## config.mk

```make
export PLATFORM = sky130hd
export DESIGN_NAME = apb_master_bridge_flat
export DESIGN_NICKNAME = d
export VERILOG_FILES = /design/src/rtl/apb_master_pkg.sv /design/src/rtl/apb_master_bridge_if.sv /design/src/rtl/apb_master_bridge.sv /design/src/flat_wrapper.sv
export SDC_FILE = /design/constraint.sdc
export NUM_CORES = 1
export LEC_CHECK = 0
export CORE_MARGIN = 5
export CORE_UTILIZATION = 38
export CTS_BUF_LIST = sky130_fd_sc_hd__clkbuf_16
export DETAILED_ROUTE_END_ITERATION = 8
export HOLD_SLACK_MARGIN = 0.1
export PLACE_DENSITY = 0.84
export SETUP_SLACK_MARGIN = 0.1
export SLEW_MARGIN = 0
export SYNTH_ARGS = -nofsm -noshare
export SYNTH_HDL_FRONTEND = slang
export SYNTH_SLANG_ARGS = --single-unit
```

## constraint.sdc

```tcl
create_clock -name HCLK -period 2.4 [get_ports HCLK]
set_clock_uncertainty 0.15 [all_clocks]
set_input_delay 0.48 -clock HCLK [delete_from_list [all_inputs] [get_ports HCLK]]
set_output_delay 0.48 -clock HCLK [all_outputs]
set_load 0.005 [all_outputs]
```

## src/rtl/apb_master_pkg.sv

```systemverilog
// Shared types and constants for the APB master bridge.
// The bridge defines its request struct locally because the address width is a module parameter.
package apb_master_pkg;

    typedef enum logic [1:0] {
        IDLE,
        SETUP,
        ACCESS,
        RESP
    } state_e;

    localparam int unsigned APB_DATA_WIDTH = 32;

    typedef struct packed {
        logic [APB_DATA_WIDTH-1:0] rdata;
        logic                      err;
        logic                      timeout;
    } apb_resp_t;

    // Wait-counter width: enough to hold the limit itself, never less than one bit.
    function automatic int unsigned wait_cnt_width(input int unsigned limit);
        return (limit == 0) ? 1 : $clog2(limit + 1);
    endfunction

endpackage

```

## src/rtl/apb_master_bridge_if.sv

```systemverilog
// Requester handshake plus APB3 bus signals of the bridge.
// The master modport is the bridge's view; the slave modport is the requester/peripheral side.
interface apb_master_bridge_if
    import apb_master_pkg::*;
#(
    parameter int unsigned ADDR_WIDTH = 12
);

    logic                      req_valid_i;
    logic                      req_ready_o;
    logic [ADDR_WIDTH-1:0]     req_addr_i;
    logic                      req_we_i;
    logic [APB_DATA_WIDTH-1:0] req_wdata_i;
    logic                      resp_valid_o;
    logic                      resp_ready_i;
    logic [APB_DATA_WIDTH-1:0] resp_rdata_o;
    logic                      resp_err_o;
    logic                      resp_timeout_o;
    logic [ADDR_WIDTH-1:0]     PADDR;
    logic [APB_DATA_WIDTH-1:0] PWDATA;
    logic                      PWRITE;
    logic                      PSEL;
    logic                      PENABLE;
    logic [APB_DATA_WIDTH-1:0] PRDATA;
    logic                      PREADY;
    logic                      PSLVERR;

    modport master (
        input  req_valid_i, req_addr_i, req_we_i, req_wdata_i, resp_ready_i,
               PRDATA, PREADY, PSLVERR,
        output req_ready_o, resp_valid_o, resp_rdata_o, resp_err_o, resp_timeout_o,
               PADDR, PWDATA, PWRITE, PSEL, PENABLE
    );

    modport slave (
        output req_valid_i, req_addr_i, req_we_i, req_wdata_i, resp_ready_i,
               PRDATA, PREADY, PSLVERR,
        input  req_ready_o, resp_valid_o, resp_rdata_o, resp_err_o, resp_timeout_o,
               PADDR, PWDATA, PWRITE, PSEL, PENABLE
    );

endinterface

```

## src/rtl/apb_master_bridge.sv

```systemverilog
// Single-outstanding APB3 initiator: valid/ready request in, APB transfer out,
// registered response with a bounded wait-state timeout.
module apb_master_bridge
    import apb_master_pkg::*;
#(
    parameter int unsigned APB_ADDR_WIDTH = 12,
    parameter int unsigned TIMEOUT_CYCLES = 256
) (
    input logic                 HCLK,
    input logic                 HRESETn,
    apb_master_bridge_if.master bus
);

    localparam int unsigned      CNT_W     = wait_cnt_width(TIMEOUT_CYCLES);
    localparam logic [CNT_W-1:0] CNT_LIMIT = CNT_W'(TIMEOUT_CYCLES);

    typedef struct packed {
        logic [APB_ADDR_WIDTH-1:0] addr;
        logic                      we;
        logic [APB_DATA_WIDTH-1:0] wdata;
    } apb_req_t;

    state_e           state;
    apb_req_t         req;
    apb_resp_t        resp;
    logic [CNT_W-1:0] wait_cnt;
    logic [CNT_W-1:0] wait_cnt_next;
    logic             limit_hit;
    logic             req_ready;
    logic             resp_valid;
    logic             psel;
    logic             penable;

    always_comb begin
        wait_cnt_next = (wait_cnt == '1) ? wait_cnt : wait_cnt + CNT_W'(1);
        limit_hit     = (TIMEOUT_CYCLES != 0) && (wait_cnt_next == CNT_LIMIT);
    end

    // The latched request doubles as the APB address/data registers, so they hold between transfers.
    always_ff @(posedge HCLK or negedge HRESETn) begin
        if (!HRESETn) begin
            state      <= IDLE;
            req        <= '0;
            resp       <= '0;
            wait_cnt   <= '0;
            req_ready  <= 1'b0;
            resp_valid <= 1'b0;
            psel       <= 1'b0;
            penable    <= 1'b0;
        end else begin
            case (state)
                IDLE: begin
                    if (req_ready && bus.req_valid_i) begin
                        req.addr  <= bus.req_addr_i;
                        req.we    <= bus.req_we_i;
                        req.wdata <= bus.req_we_i ? bus.req_wdata_i : '0;
                        wait_cnt  <= '0;
                        req_ready <= 1'b0;
                        psel      <= 1'b1;
                        state     <= SETUP;
                    end else begin
                        req_ready <= 1'b1;
                    end
                end
                SETUP: begin
                    penable <= 1'b1;
                    state   <= ACCESS;
                end
                ACCESS: begin
                    if (bus.PREADY) begin
                        resp.rdata   <= req.we ? '0 : bus.PRDATA;
                        resp.err     <= bus.PSLVERR;
                        resp.timeout <= 1'b0;
                        psel         <= 1'b0;
                        penable      <= 1'b0;
                        resp_valid   <= 1'b1;
                        state        <= RESP;
                    end else begin
                        wait_cnt <= wait_cnt_next;
                        if (limit_hit) begin
                            resp.rdata   <= '0;
                            resp.err     <= 1'b1;
                            resp.timeout <= 1'b1;
                            psel         <= 1'b0;
                            penable      <= 1'b0;
                            resp_valid   <= 1'b1;
                            state        <= RESP;
                        end
                    end
                end
                RESP: begin
                    if (bus.resp_ready_i) begin
                        resp       <= '0;
                        resp_valid <= 1'b0;
                        req_ready  <= 1'b1;
                        state      <= IDLE;
                    end
                end
                default: state <= IDLE;
            endcase
        end
    end

    assign bus.req_ready_o    = req_ready;
    assign bus.resp_valid_o   = resp_valid;
    assign bus.resp_rdata_o   = resp.rdata;
    assign bus.resp_err_o     = resp.err;
    assign bus.resp_timeout_o = resp.timeout;
    assign bus.PADDR          = req.addr;
    assign bus.PWRITE         = req.we;
    assign bus.PWDATA         = req.wdata;
    assign bus.PSEL           = psel;
    assign bus.PENABLE        = penable;

endmodule

```

## src/flat_wrapper.sv

```systemverilog
// flat-port wrapper written by rule: the top's interface ports become plain ports
module apb_master_bridge_flat import apb_master_pkg::*;
#(
    parameter int unsigned APB_ADDR_WIDTH = 12,
    parameter int unsigned TIMEOUT_CYCLES = 256
)
  (HCLK, HRESETn, bus_req_valid_i, bus_req_addr_i, bus_req_we_i, bus_req_wdata_i, bus_resp_ready_i, bus_PRDATA, bus_PREADY, bus_PSLVERR, bus_req_ready_o, bus_resp_valid_o, bus_resp_rdata_o, bus_resp_err_o, bus_resp_timeout_o, bus_PADDR, bus_PWDATA, bus_PWRITE, bus_PSEL, bus_PENABLE);
  apb_master_bridge_if #(.ADDR_WIDTH((12))) bus_i ();
  input logic HCLK;
  input logic HRESETn;
  input wire logic [$bits(bus_i.req_valid_i)-1:0] bus_req_valid_i;
  input wire logic [$bits(bus_i.req_addr_i)-1:0] bus_req_addr_i;
  input wire logic [$bits(bus_i.req_we_i)-1:0] bus_req_we_i;
  input wire logic [$bits(bus_i.req_wdata_i)-1:0] bus_req_wdata_i;
  input wire logic [$bits(bus_i.resp_ready_i)-1:0] bus_resp_ready_i;
  input wire logic [$bits(bus_i.PRDATA)-1:0] bus_PRDATA;
  input wire logic [$bits(bus_i.PREADY)-1:0] bus_PREADY;
  input wire logic [$bits(bus_i.PSLVERR)-1:0] bus_PSLVERR;
  output wire logic [$bits(bus_i.req_ready_o)-1:0] bus_req_ready_o;
  output wire logic [$bits(bus_i.resp_valid_o)-1:0] bus_resp_valid_o;
  output wire logic [$bits(bus_i.resp_rdata_o)-1:0] bus_resp_rdata_o;
  output wire logic [$bits(bus_i.resp_err_o)-1:0] bus_resp_err_o;
  output wire logic [$bits(bus_i.resp_timeout_o)-1:0] bus_resp_timeout_o;
  output wire logic [$bits(bus_i.PADDR)-1:0] bus_PADDR;
  output wire logic [$bits(bus_i.PWDATA)-1:0] bus_PWDATA;
  output wire logic [$bits(bus_i.PWRITE)-1:0] bus_PWRITE;
  output wire logic [$bits(bus_i.PSEL)-1:0] bus_PSEL;
  output wire logic [$bits(bus_i.PENABLE)-1:0] bus_PENABLE;
  assign bus_i.req_valid_i = bus_req_valid_i;
  assign bus_i.req_addr_i = bus_req_addr_i;
  assign bus_i.req_we_i = bus_req_we_i;
  assign bus_i.req_wdata_i = bus_req_wdata_i;
  assign bus_i.resp_ready_i = bus_resp_ready_i;
  assign bus_i.PRDATA = bus_PRDATA;
  assign bus_i.PREADY = bus_PREADY;
  assign bus_i.PSLVERR = bus_PSLVERR;
  assign bus_req_ready_o = bus_i.req_ready_o;
  assign bus_resp_valid_o = bus_i.resp_valid_o;
  assign bus_resp_rdata_o = bus_i.resp_rdata_o;
  assign bus_resp_err_o = bus_i.resp_err_o;
  assign bus_resp_timeout_o = bus_i.resp_timeout_o;
  assign bus_PADDR = bus_i.PADDR;
  assign bus_PWDATA = bus_i.PWDATA;
  assign bus_PWRITE = bus_i.PWRITE;
  assign bus_PSEL = bus_i.PSEL;
  assign bus_PENABLE = bus_i.PENABLE;
  apb_master_bridge #(.APB_ADDR_WIDTH(APB_ADDR_WIDTH), .TIMEOUT_CYCLES(TIMEOUT_CYCLES)) u_core (.HCLK(HCLK), .HRESETn(HRESETn), .bus(bus_i));
endmodule
```

After elaboration in Yosys (flattened, before gate mapping):

Index checks and enable logic that the tools add are counted.

* output and inout bits: 83
* input bits: 83
* word-level logic and storage cells: 62
* register bits after elaboration: 94

* equality and inequality tests: 9
* reduce and logical (&&, ||, !) cells: 13
* muxes and demuxes: 27
* $add $sub $neg: 1

Operators with widths (number)
* 2-to-1 mux 34 bit: 3
* one-hot mux 34 bit (2 select lines): 1
* 2-to-1 mux 32 bit: 2
* 2-to-1 mux 9 bit: 3
* equality test 9 bit (second input constant): 2
* one-hot mux 9 bit (2 select lines): 1
* AND reduction 3 bit: 4
* adder 9 x 1 -> 9 bit (second input constant): 1
* 2-to-1 mux 1 bit: 8
* 2-to-1 mux 2 bit: 4
* one-hot mux 1 bit (2 select lines): 4
* one-hot mux 2 bit (4 select lines): 1
* nonzero test 2 bit: 4
* AND reduction 2 bit: 3
* equality test 2 bit (second input constant): 2
* inequality test 2 bit (second input constant): 2
* inequality test 3 x 2 -> 1 bit (second input constant): 1
* equality test 2 x 1 -> 1 bit (second input constant): 1
* zero test 2 bit: 1
* inequality test 2 x 1 -> 1 bit (second input constant): 1
* logical AND 1 bit: 1

Depth between registers and ports, before layout:

Gate-level depths: netlist of the first run.

* word-level depth: 6
* mapped depth: 9
* mapped depth without buffers: 8

Least setup slack after synthesis of the first run:

OpenSTA, ideal clock, no wires.

* kind: reg-to-reg
* start point: register u_core.wait_cnt[0]
* end point: register u_core.resp, in the netlist u_core.bus.resp_rdata_o[10]
* stages on the path, launching flop included: 10
* data arrival time: 2.049 ns
* setup slack: 0.080 ns
* path buffers: 2
* setup time: 0.121 ns
* cell sequence: dfrtp_1 ha_1 buf_2 and3_1 o21ai_0 a31oi_1 o31ai_4 nand2_4 buf_6 a22o_1

* cells in the longest elaborated chain, start to end: 5

RTL lines
* from (decl): RTL line apb_master_bridge.sv:26 `logic [CNT_W-1:0] wait_cnt;`
* from (signal assigned): RTL line apb_master_bridge.sv:79 `wait_cnt <= wait_cnt_next;`
* adder 9 x 1 -> 9 bit / equality test 9 bit (equally long branches): RTL line apb_master_bridge.sv:35 `wait_cnt_next = (wait_cnt == '1) ? wait_cnt : wait_cnt + CNT_W'(1);`
* 2-to-1 mux 9 bit *: RTL line apb_master_bridge.sv:35
* equality test 9 bit *: RTL line apb_master_bridge.sv:36 `limit_hit = (TIMEOUT_CYCLES != 0) && (wait_cnt_next == CNT_LIMIT);`
* inequality test 3 x 2 -> 1 bit (no source line) *
* AND reduction 3 bit (no source line) *
* to (decl): RTL line apb_master_bridge.sv:25 `apb_resp_t resp;`

Mark *: on every way between the ends. The rest lies on a longest branch, timed or not.
A chain may end at the register's enable or synchronous reset.

Worst setup path in the final report of the first run:

* start point: register u_core.wait_cnt[0]
* end point: register u_core.resp, in the netlist u_core.bus.resp_rdata_o[26]

Same word-level chain as after synthesis.

==> impl_metrics.ini, run 1 <==
[clock_tree]
clock_path_buffers = 2
clock_latency_ns = 0.33
cts-htree-levels = 3
cts.clk_slew.worst_paths_ns = 0.07
clock_sinks = 94
cts-root-buf = clkbuf_16
cts_tree = built
cts_buffers = 9

[floorplan]
die_w_um = 111.5
fp-row-count = 37
io_pins = 166
core_sq_um = 10180
initial_core_util_pct = 38.45
die-area_sq_um = 12440
dieHeight_um = 111.5

[global_route]
grt.total_usage_pct = 16.91
grt_max_degree = 78
grt_pass1_wl_mm = 17.28
grt_pass1_vias = 3330
grt-ovfl-total = 0
antenna_found_initial = 0

[power]
p_leak_nw = 2.660
ir_worst_vdd_mv = 0.5578
pwr_density_cell_nw_per_um2 = 1170

[synthesis]
synthSimpleGateAreaFrac_pct = 11.41
yosysMostFrequentCell = dfrtp_1
synth_top_area_cell = dfrtp_1
syn_area_per_cell_sq_um = 11.00
synth_compound_area_share_pct = 18.98
ys_dominant_reg_cell = dfrtp_1
syn_area_sq_um = 3916
synth_top_family_by_area = compound AO/OA/AOI/OAI gates
synth_fp_nets = 443
synth_edf_count = 0
yosys-top-cells-area = dfrtp_1 (60%), a22o_1 (8.1%), nand2_1 (7.3%)
synth-adder-area-share_pct = 1.278
synthXorXnorAreaFrac_pct = 0.2236
ys_seq_elements = 94
yosys_warnings = 0
netlist_instances = 356
async_reset_ff_share_pct = 100.0
synth_top_cell_area_share_pct = 60.06
yosysUniqueCellTypes = 38
synthTopCellsByCount = dfrtp_1 (94), nand2_1 (76), o21ai_0 (49)
synth_mux_area_share_pct = 4.601
synth-seq-area-share_pct = 60.06

[hold_path]
hold_start = u_core.bus.PWDATA[4]
hp-class = reg -> reg
hold_depth = 2

[final_layout]
num-nets-final = 616
final_area_sq_um = 6190
syn_to_final_growth_pct = 58.05
antenna_cells = 0
drive_above_1_share_pct = 12.55

[detailed_routing]
wl_mm = 10.81
via_per_inst = 5.087
routedWlPerCell_um = 16.14
via_count = 3408
drtIter0Drc = 236
drc = 0
dr.pass1.iters = 4
antenna_left = 0

[sta]
finalSetupViolations = 0
maxSlewHeadroom_pct = 68.93
finalHoldViolCount = 0
period_needed_ns = 2.264
tightest_slew_ns = 0.4661
period_share_pct = 94.33
fin_tns_setup_ns = 0
fmax_ghz = 0.4417
rsz0062_at_grt = true
timing.hold.ws_ns = 0.3284
drv_slew = 0

[critical_path]
critPathArrivalTime_ns = 2.33
path_class = reg -> reg
reg2reg_depth = 8
end_kind = flop
cp_max_fo = 22
crit_path_start = u_core.wait_cnt[0]
r2r-start = u_core.wait_cnt[0]
start_kind = flop
required_ns = 2.46

[run]
drv_cap = 0

[placed_design]
placed_area_sq_um = 5816
portBuffers = 165
dpl.hpwl_mm = 8.033
place_congestion = 0.8365

[run_status]
outcome = finished clean
## final timing paths
kind,slack (ns),endpoint
max,0.14,u_core.bus.resp_rdata_o[26]
min,0.33,u_core.bus.PWDATA[4]
max reg2reg,0.14,u_core.bus.resp_rdata_o[26]
min reg2reg,0.33,u_core.bus.PWDATA[4]
max in group asynchronous,0.88,u_core.bus.PADDR[5]
min in group asynchronous,0.49,u_core.bus.PADDR[4]
## per-stage QoR
stage | power [W] | setup slack (ns) | std cells | utilization (%)
after CTS | 0.007301 | 0.1384 | 667 | 60.15
after floorplan | 0.003957 | 0.1082 | 356 | -
after global routing | 0.007707 | 0.05135 | 670 | 60.77
after global placement | 0.005783 | 0.1194 | 648 | 57.10
after detailed placement | 0.005921 | 0.008315 | 648 | 57.10
final | 0.007245 | 0.1361 | 670 | 60.77
## placed cells by master, fill, tap and decap left out, types with 2 or more instances in the layout
cell type	instances
clkdlybuf4s50_1	164
a31oi_2	2
buf_12	5
mux2_2	14
clkinv_4	2
nand3_1	5
buf_4	14
and3_1	2
nand2_1	76
a31oi_1	2
o21ai_0	48
mux2_1	2
a22o_1	36
a21oi_1	6
nand2b_1	2
nor2_1	5
nand3_2	2
nor3_1	2
ha_1	3
inv_1	8
dfrtp_1	93
clkinvlp_4	2
clkbuf_16	9
a21boi_0	2
## power by group
| group | leakage, nW | switching, W | internal, W |
|---|---|---|---|
| clock | 0.133 | 0.000597 | 0.000703 |
| sequential | 1.22 | 0.000401 | 0.00228 |
| combinational | 1.31 | 0.00128 | 0.00198 |
| total | 2.66 | 0.00228 | 0.00497 |
## layer usage
| metal | routed length [um] | track usage [%] | up-vias |
|---|---|---|---|
| li1 | - | - | 1607 |
| met1 | 4506 | 21.58 | 1661 |
| met2 | 5432 | 28.27 | 126 |
| met3 | 754 | 4.837 | 14 |
| met4 | 121 | 4.704 | 0 |
| met5 | 0 | 0 | - |
## sequential cells by signal (all words and copies together), names as in the netlist
signal / cells
u_core.bus.resp_timeout_o: 1
u_core.bus.req_ready_o: 1
u_core.bus.resp_rdata_o: 32
u_core.bus.PADDR: 12
u_core.bus.PWDATA: 32
u_core.bus.PSEL: 1
u_core.bus.PENABLE: 1
u_core.bus.resp_valid_o: 1
u_core.state: 2
u_core.wait_cnt: 9
u_core.bus.PWRITE: 1
u_core.bus.resp_err_o: 1
## critical path, cell delays in order (launching register included)
cell	delay [ns]
dfrtp_1	0.40
ha_4	0.20
buf_4	0.15
a31o_2	0.19
o2111ai_4	0.16
o31ai_4	0.35
nand2_4	0.12
buf_12	0.18
a22o_1	0.24
## cell families (layout without fill, tap and decap cells)
group / after synthesis / count (layout)
and+or+nand+nor: 104 / 104
adders and majority gates: 4 / 4
buffers and inverters: 29 / 207
AOI/OAI and AO/OA: 108 / 108
DFF: 94 / 94
xor gates and xnor gates: 1 / 1
muxes: 16 / 16
## what timing repair did
action / 4_1_cts / 5_1_grt
resized for setup: 1 / 9
hold buffers: 1 / 0
setup endpoints to repair: 24 / 36
endpoints found under the hold margin: 33 / 0
pin swaps: 1 / 3
buffers inserted: 2 / 3
## final cells by class
class,instances,area (sq um)
fillers,829,3995
flip-flops and latches,94,2354
multi-input cells,233,1508
clock inverters,7,50.05
repair buffers,184,1857
clock buffers,9,225.2
well taps,136,170.2
inverters,7,26.28
No activity file was read; power rests on OpenSTA's default activity.
==> inputs of run 2 (changes only) <==
GPL_ROUTABILITY_DRIVEN = 0   (was unset)
==> run 2 against run 1 <==
Global-route usage increased by 0.31 points. Critical endpoint is now u_core.bus.resp_rdata_o[21]. Largest power group unchanged. Utilization increased by 0.12 points. Combinational power about the same. Fmax decreased by 1.6%. Worst setup slack got worse by 0.036 ns.
==> impl_metrics.ini, run 2 (synthesis gave the netlist of run 1 again) <==
[clock_tree]
cts-root-buf = clkbuf_16
cts.clk_slew.worst_paths_ns = 0.07
clock_sinks = 94
cts_tree = built
clock_path_buffers = 2
clock_latency_ns = 0.33
cts_buffers = 9
cts-htree-levels = 3

[detailed_routing]
dr.pass1.iters = 7
wl_mm = 10.96
via_per_inst = 5.022
via_count = 3370
antenna_left = 0
drc = 0
drtIter0Drc = 253
routedWlPerCell_um = 16.33

[power]
p_sw_w = 0.002295
ir_worst_vdd_mv = 0.5483
p_sw_share_pct = 31.64
seq_power_share_pct = 37.1
clock_power_share_pct = 18.3
p_leak_nw = 2.666
pwr-share-comb_pct = 44.5
fin_total_pwr_w = 0.007252
pwr_density_cell_nw_per_um2 = 1169
p_int_w = 0.004957

[sta]
tightest_slew_ns = 0.5916
rsz0062_at_grt = true
drv_slew = 0
fmax_ghz = 0.4347
period_share_pct = 95.84
period_needed_ns = 2.300
maxSlewHeadroom_pct = 60.56
finalHoldViolCount = 0
final.setup.worst_slack_ns = 0.09973
finalSetupViolations = 0

[global_route]
antenna_found_initial = 0
grt-ovfl-total = 0
grt_max_degree = 78
grt.total_usage_pct = 17.22
grt_pass1_vias = 3491
grt_pass1_wl_mm = 17.64

[critical_path]
end_kind = flop
cp_cell_sequence = ha_4 -> buf_4 -> and3_4 -> o21ai_4 -> a31oi_4 -> o31ai_4 -> nand2_4 -> buf_12 -> a22o_1
start_kind = flop
r2r-start = u_core.wait_cnt[0]
cp_max_fo = 22
required_ns = 2.47
critical_path.max_stage_delay_ns = 0.41
critPathArrivalTime_ns = 2.37
path_class = reg -> reg
r2r_setup_slack_ns = 0.1
critPathSlowestCell = dfrtp_1
crit_path_start = u_core.wait_cnt[0]

[floorplan]
core_sq_um = 10180
fp-row-count = 37
io_pins = 166
dieHeight_um = 111.5
die-area_sq_um = 12440
initial_core_util_pct = 38.45
die_w_um = 111.5

[final_layout]
drive_above_1_share_pct = 12.90
layout_commonest_cell = clkdlybuf4s50_1
antenna_cells = 0
final_cell_mix = clkdlybuf4s50_1 (164), dfrtp_1 (91), nand2_1 (76)
final_util_pct = 60.90
instances_no_fill = 671
syn_to_final_growth_pct = 58.37
num-nets-final = 617

[hold_path]
hold_start = u_core.bus.PWDATA[2]
hp-class = reg -> reg

[placed_design]
dp.cells = 651
dpl_worst_slack_ns = -0.008946
portBuffers = 165
dpl.hpwl_mm = 8.095

[run]
drv_cap = 0

[run_status]
outcome = finished clean
-- run 2: layout make-up --
cell class                      count  area, sq um
Fill cell                         833         3983
Clock inverter                      7        50.05
Inverter                            7        26.28
Sequential cell                    94         2356
Clock buffer                        9        225.2
Multi-Input combinational cell    233         1519
Tap cell                          136        170.2
Timing Repair Buffer              185         1856
-- run 2: path summary, 6_finish.rpt --
kind | end | depth (start not counted)
min in group asynchronous | u_core.bus.PADDR[11] | 2
hold reg to reg | u_core.bus.PWDATA[2] | 2
setup reg to reg | u_core.bus.resp_rdata_o[21] | 9
max in group asynchronous | u_core.wait_cnt[2] | 3
setup / recovery | u_core.bus.resp_rdata_o[21] | 9
hold / removal | u_core.bus.PWDATA[2] | 2
-- run 2: worst max-delay path: cells and delay by family, from the launching register on --
family | cells | cell delay, ns
AOI/OAI and AO/OA | 4 | 0.79
buffers and inverters | 2 | 0.31
and+or+nand+nor | 2 | 0.31
adders and majority gates | 1 | 0.21
DFF | 1 | 0.41
-- run 2: power by group through the flow --
stage	logic (W)	clock network (W)	registers [W]
2_1_floorplan	0.00123	0	0.00273
3_3_place_gp	0.00307	0	0.00268
3_5_place_dp	0.00318	0	0.00272
4_1_cts	0.00322	0.00136	0.00270
5_1_grt	0.00351	0.00143	0.00279
6_report	0.00323	0.00133	0.00269
-- run 2: what timing repair did --
item,4_1_cts,5_1_grt
hold endpoints to repair,44,0
hold buffers,1,0
buffers inserted,0,3
resized for setup,2,14
pin swaps,1,4
setup endpoints to repair,33,36
-- run 2: per-layer routing --
metal	track usage, %	share of wire [%]
met5	0	0
met4	4.136	1.3
met1	22.14	42
met2	28.75	49
met3	5.163	7.9
-- run 2: metrics by stage --
step	instance area, sq um	hold WS [ns]	setup TNS (ns)
after global placement	5813	0.3112	0
after floorplan	3936	0.03441	0
after detailed placement	5813	0.3197	-0.009725
after CTS	6112	0.3343	0
after global routing	6202	0.3608	0
final	6202	0.3272	0
==> inputs of run 3 (changes only) <==
CORE_MARGIN = unset   (was 5)
TNS_END_PERCENT = 30   (was unset)
==> run 3 against run 2 <==
Cell area grew 1.8%. Clock-buffer cell count is the same. Combinational power grew 4%. Sequential power is essentially flat. Die area shrank 14%. Highest routed layer unchanged.
==> impl_metrics.ini, run 3 (synthesis gave the netlist of run 1 again) <==
[detailed_routing]
antenna_left = 0
wl_mm = 10.79
routedWlPerCell_um = 16.01
via_per_inst = 5.194
drc = 0
via_count = 3501
dr.pass1.iters = 4
drtIter0Drc = 161

[final_layout]
antenna_cells = 0
final_cell_mix = clkdlybuf4s50_1 (164), dfrtp_1 (91), nand2_1 (76)
num-nets-final = 623
layout_commonest_cell = clkdlybuf4s50_1
syn_to_final_growth_pct = 61.21
instances_no_fill = 674
drive_above_1_share_pct = 14.60

[clock_tree]
cts_tree = built
cts-htree-levels = 3
clock_latency_ns = 0.33
clock_path_buffers = 2
cts_buffers = 9
cts-root-buf = clkbuf_16
clock_sinks = 94
cts.clk_slew.worst_paths_ns = 0.07

[global_route]
grt.total_usage_pct = 20.29
grt_pass1_wl_mm = 17.46
grt-ovfl-total = 0
grt_pass1_vias = 3386
grt_max_degree = 78
antenna_found_initial = 0

[critical_path]
end_kind = flop
cp_cell_sequence = buf_4 -> nor3_1 -> a31o_2 -> o2111ai_4 -> o31ai_4 -> nand2_4 -> buf_12 -> a22o_1
critical_path.max_stage_delay_ns = 0.45
critPathSlowestCell = dfrtp_2
cp_max_fo = 18
cp_top_family = compound AO/OA/AOI/OAI gates
critPathArrivalTime_ns = 2.36
cp_num_buf_inv = 2
required_ns = 2.46
start_kind = flop
path_class = reg -> reg

[power]
p_sw_w = 0.002332
clock_power_share_pct = 19.0
pwr_density_cell_nw_per_um2 = 1185
p_sw_share_pct = 31.17
ir_worst_vdd_mv = 0.5128
p_int_w = 0.005150
p_leak_nw = 2.713
pwr-share-comb_pct = 44.9
seq_power_share_pct = 36.1

[sta]
finalHoldViolCount = 0
drv_slew = 0
maxSlewHeadroom_pct = 69.80
period_needed_ns = 2.301
period_share_pct = 95.88
rsz0062_at_grt = true
tightest_slew_ns = 0.4516
fin_tns_setup_ns = 0
finalSetupViolations = 0
fmax_ghz = 0.4346

[floorplan]
die-area_sq_um = 10720
fp-row-count = 36
io_pins = 166
die_w_um = 103.5
dieHeight_um = 103.5
initial_core_util_pct = 39.70
core_sq_um = 9864

[run_status]
outcome = finished clean

[hold_path]
hp-class = reg -> reg

[run]
drv_cap = 0

[placed_design]
dp.cells = 648
portBuffers = 165
dpl.hpwl_mm = 7.528
==> run 3: power by group through the flow <==
stage | registers [W] | clock network (W) | logic [W]
final | 0.00270 | 0.00142 | 0.00336
after global placement | 0.00267 | 0 | 0.00309
after global routing | 0.00278 | 0.00152 | 0.00363
after floorplan | 0.00273 | 0 | 0.00123
after detailed placement | 0.00271 | 0 | 0.00320
after CTS | 0.00270 | 0.00145 | 0.00330
==> run 3: per-layer routing <==
| metal | routed length (um) | track usage [%] |
|---|---|---|
| met4 | 161 | 6.729 |
| met3 | 800 | 5.035 |
| met1 | 4567 | 26.27 |
| met2 | 5264 | 33.32 |
| met5 | 0 | 0 |
==> run 3: final timing paths <==
check	endpoint	start	depth (start not counted)	slack [ns]
min reg2reg	u_core.bus.PWDATA[29]	u_core.bus.PWDATA[29]	2	0.33
max	u_core.bus.resp_rdata_o[30]	u_core.wait_cnt[2]	8	0.1
max in group asynchronous	u_core.wait_cnt[6]	HRESETn	3	0.86
min in group asynchronous	u_core.bus.resp_valid_o	HRESETn	2	0.45
max reg2reg	u_core.bus.resp_rdata_o[30]	u_core.wait_cnt[2]	8	0.1
min	u_core.bus.PWDATA[29]	u_core.bus.PWDATA[29]	2	0.33
==> run 3: worst register-to-register path: stages, from the launching register on <==
cell and delay (ns):
dfrtp_2 0.45, buf_4 0.17, nor3_1 0.19, a31o_2 0.17, o2111ai_4 0.17, o31ai_4 0.31, nand2_4 0.14, buf_12 0.19
a22o_1 0.25
==> run 3: cell type report <==
type | instances | area, sq um
clock buffer | 9 | 225.2
clock inverter | 7 | 72.57
fill | 757 | 3551
inverter | 7 | 26.28
multi-input combinational | 233 | 1554
sequential | 94 | 2356
tap | 133 | 166.4
timing repair buffer | 191 | 1913
==> run 3: metrics by stage <==
stage	setup WS [ns]	hold WS [ns]	instance area, sq um	util [%]	power (W)
6_report	0.09898	0.3258	6314	64.00	0.007482
5_1_grt	-0.05024	0.3540	6314	64.00	0.007934
4_1_cts	0.1048	0.3341	6211	62.96	0.007454
3_5_place_dp	-0.07643	0.2657	5834	59.15	0.005910
3_3_place_gp	0.06717	0.2660	5834	59.15	0.005758
2_1_floorplan	0.1082	0.03441	3936	-	0.003957
==> run 3: repair_timing <==
action | CTS | global route
resized for setup | 6 | 13
endpoints found under the setup margin | 36 | 36
hold buffers | 1 | 0
buffers inserted | 5 | 4
endpoints found under the hold margin | 23 | 0
pin swaps | 1 | 4
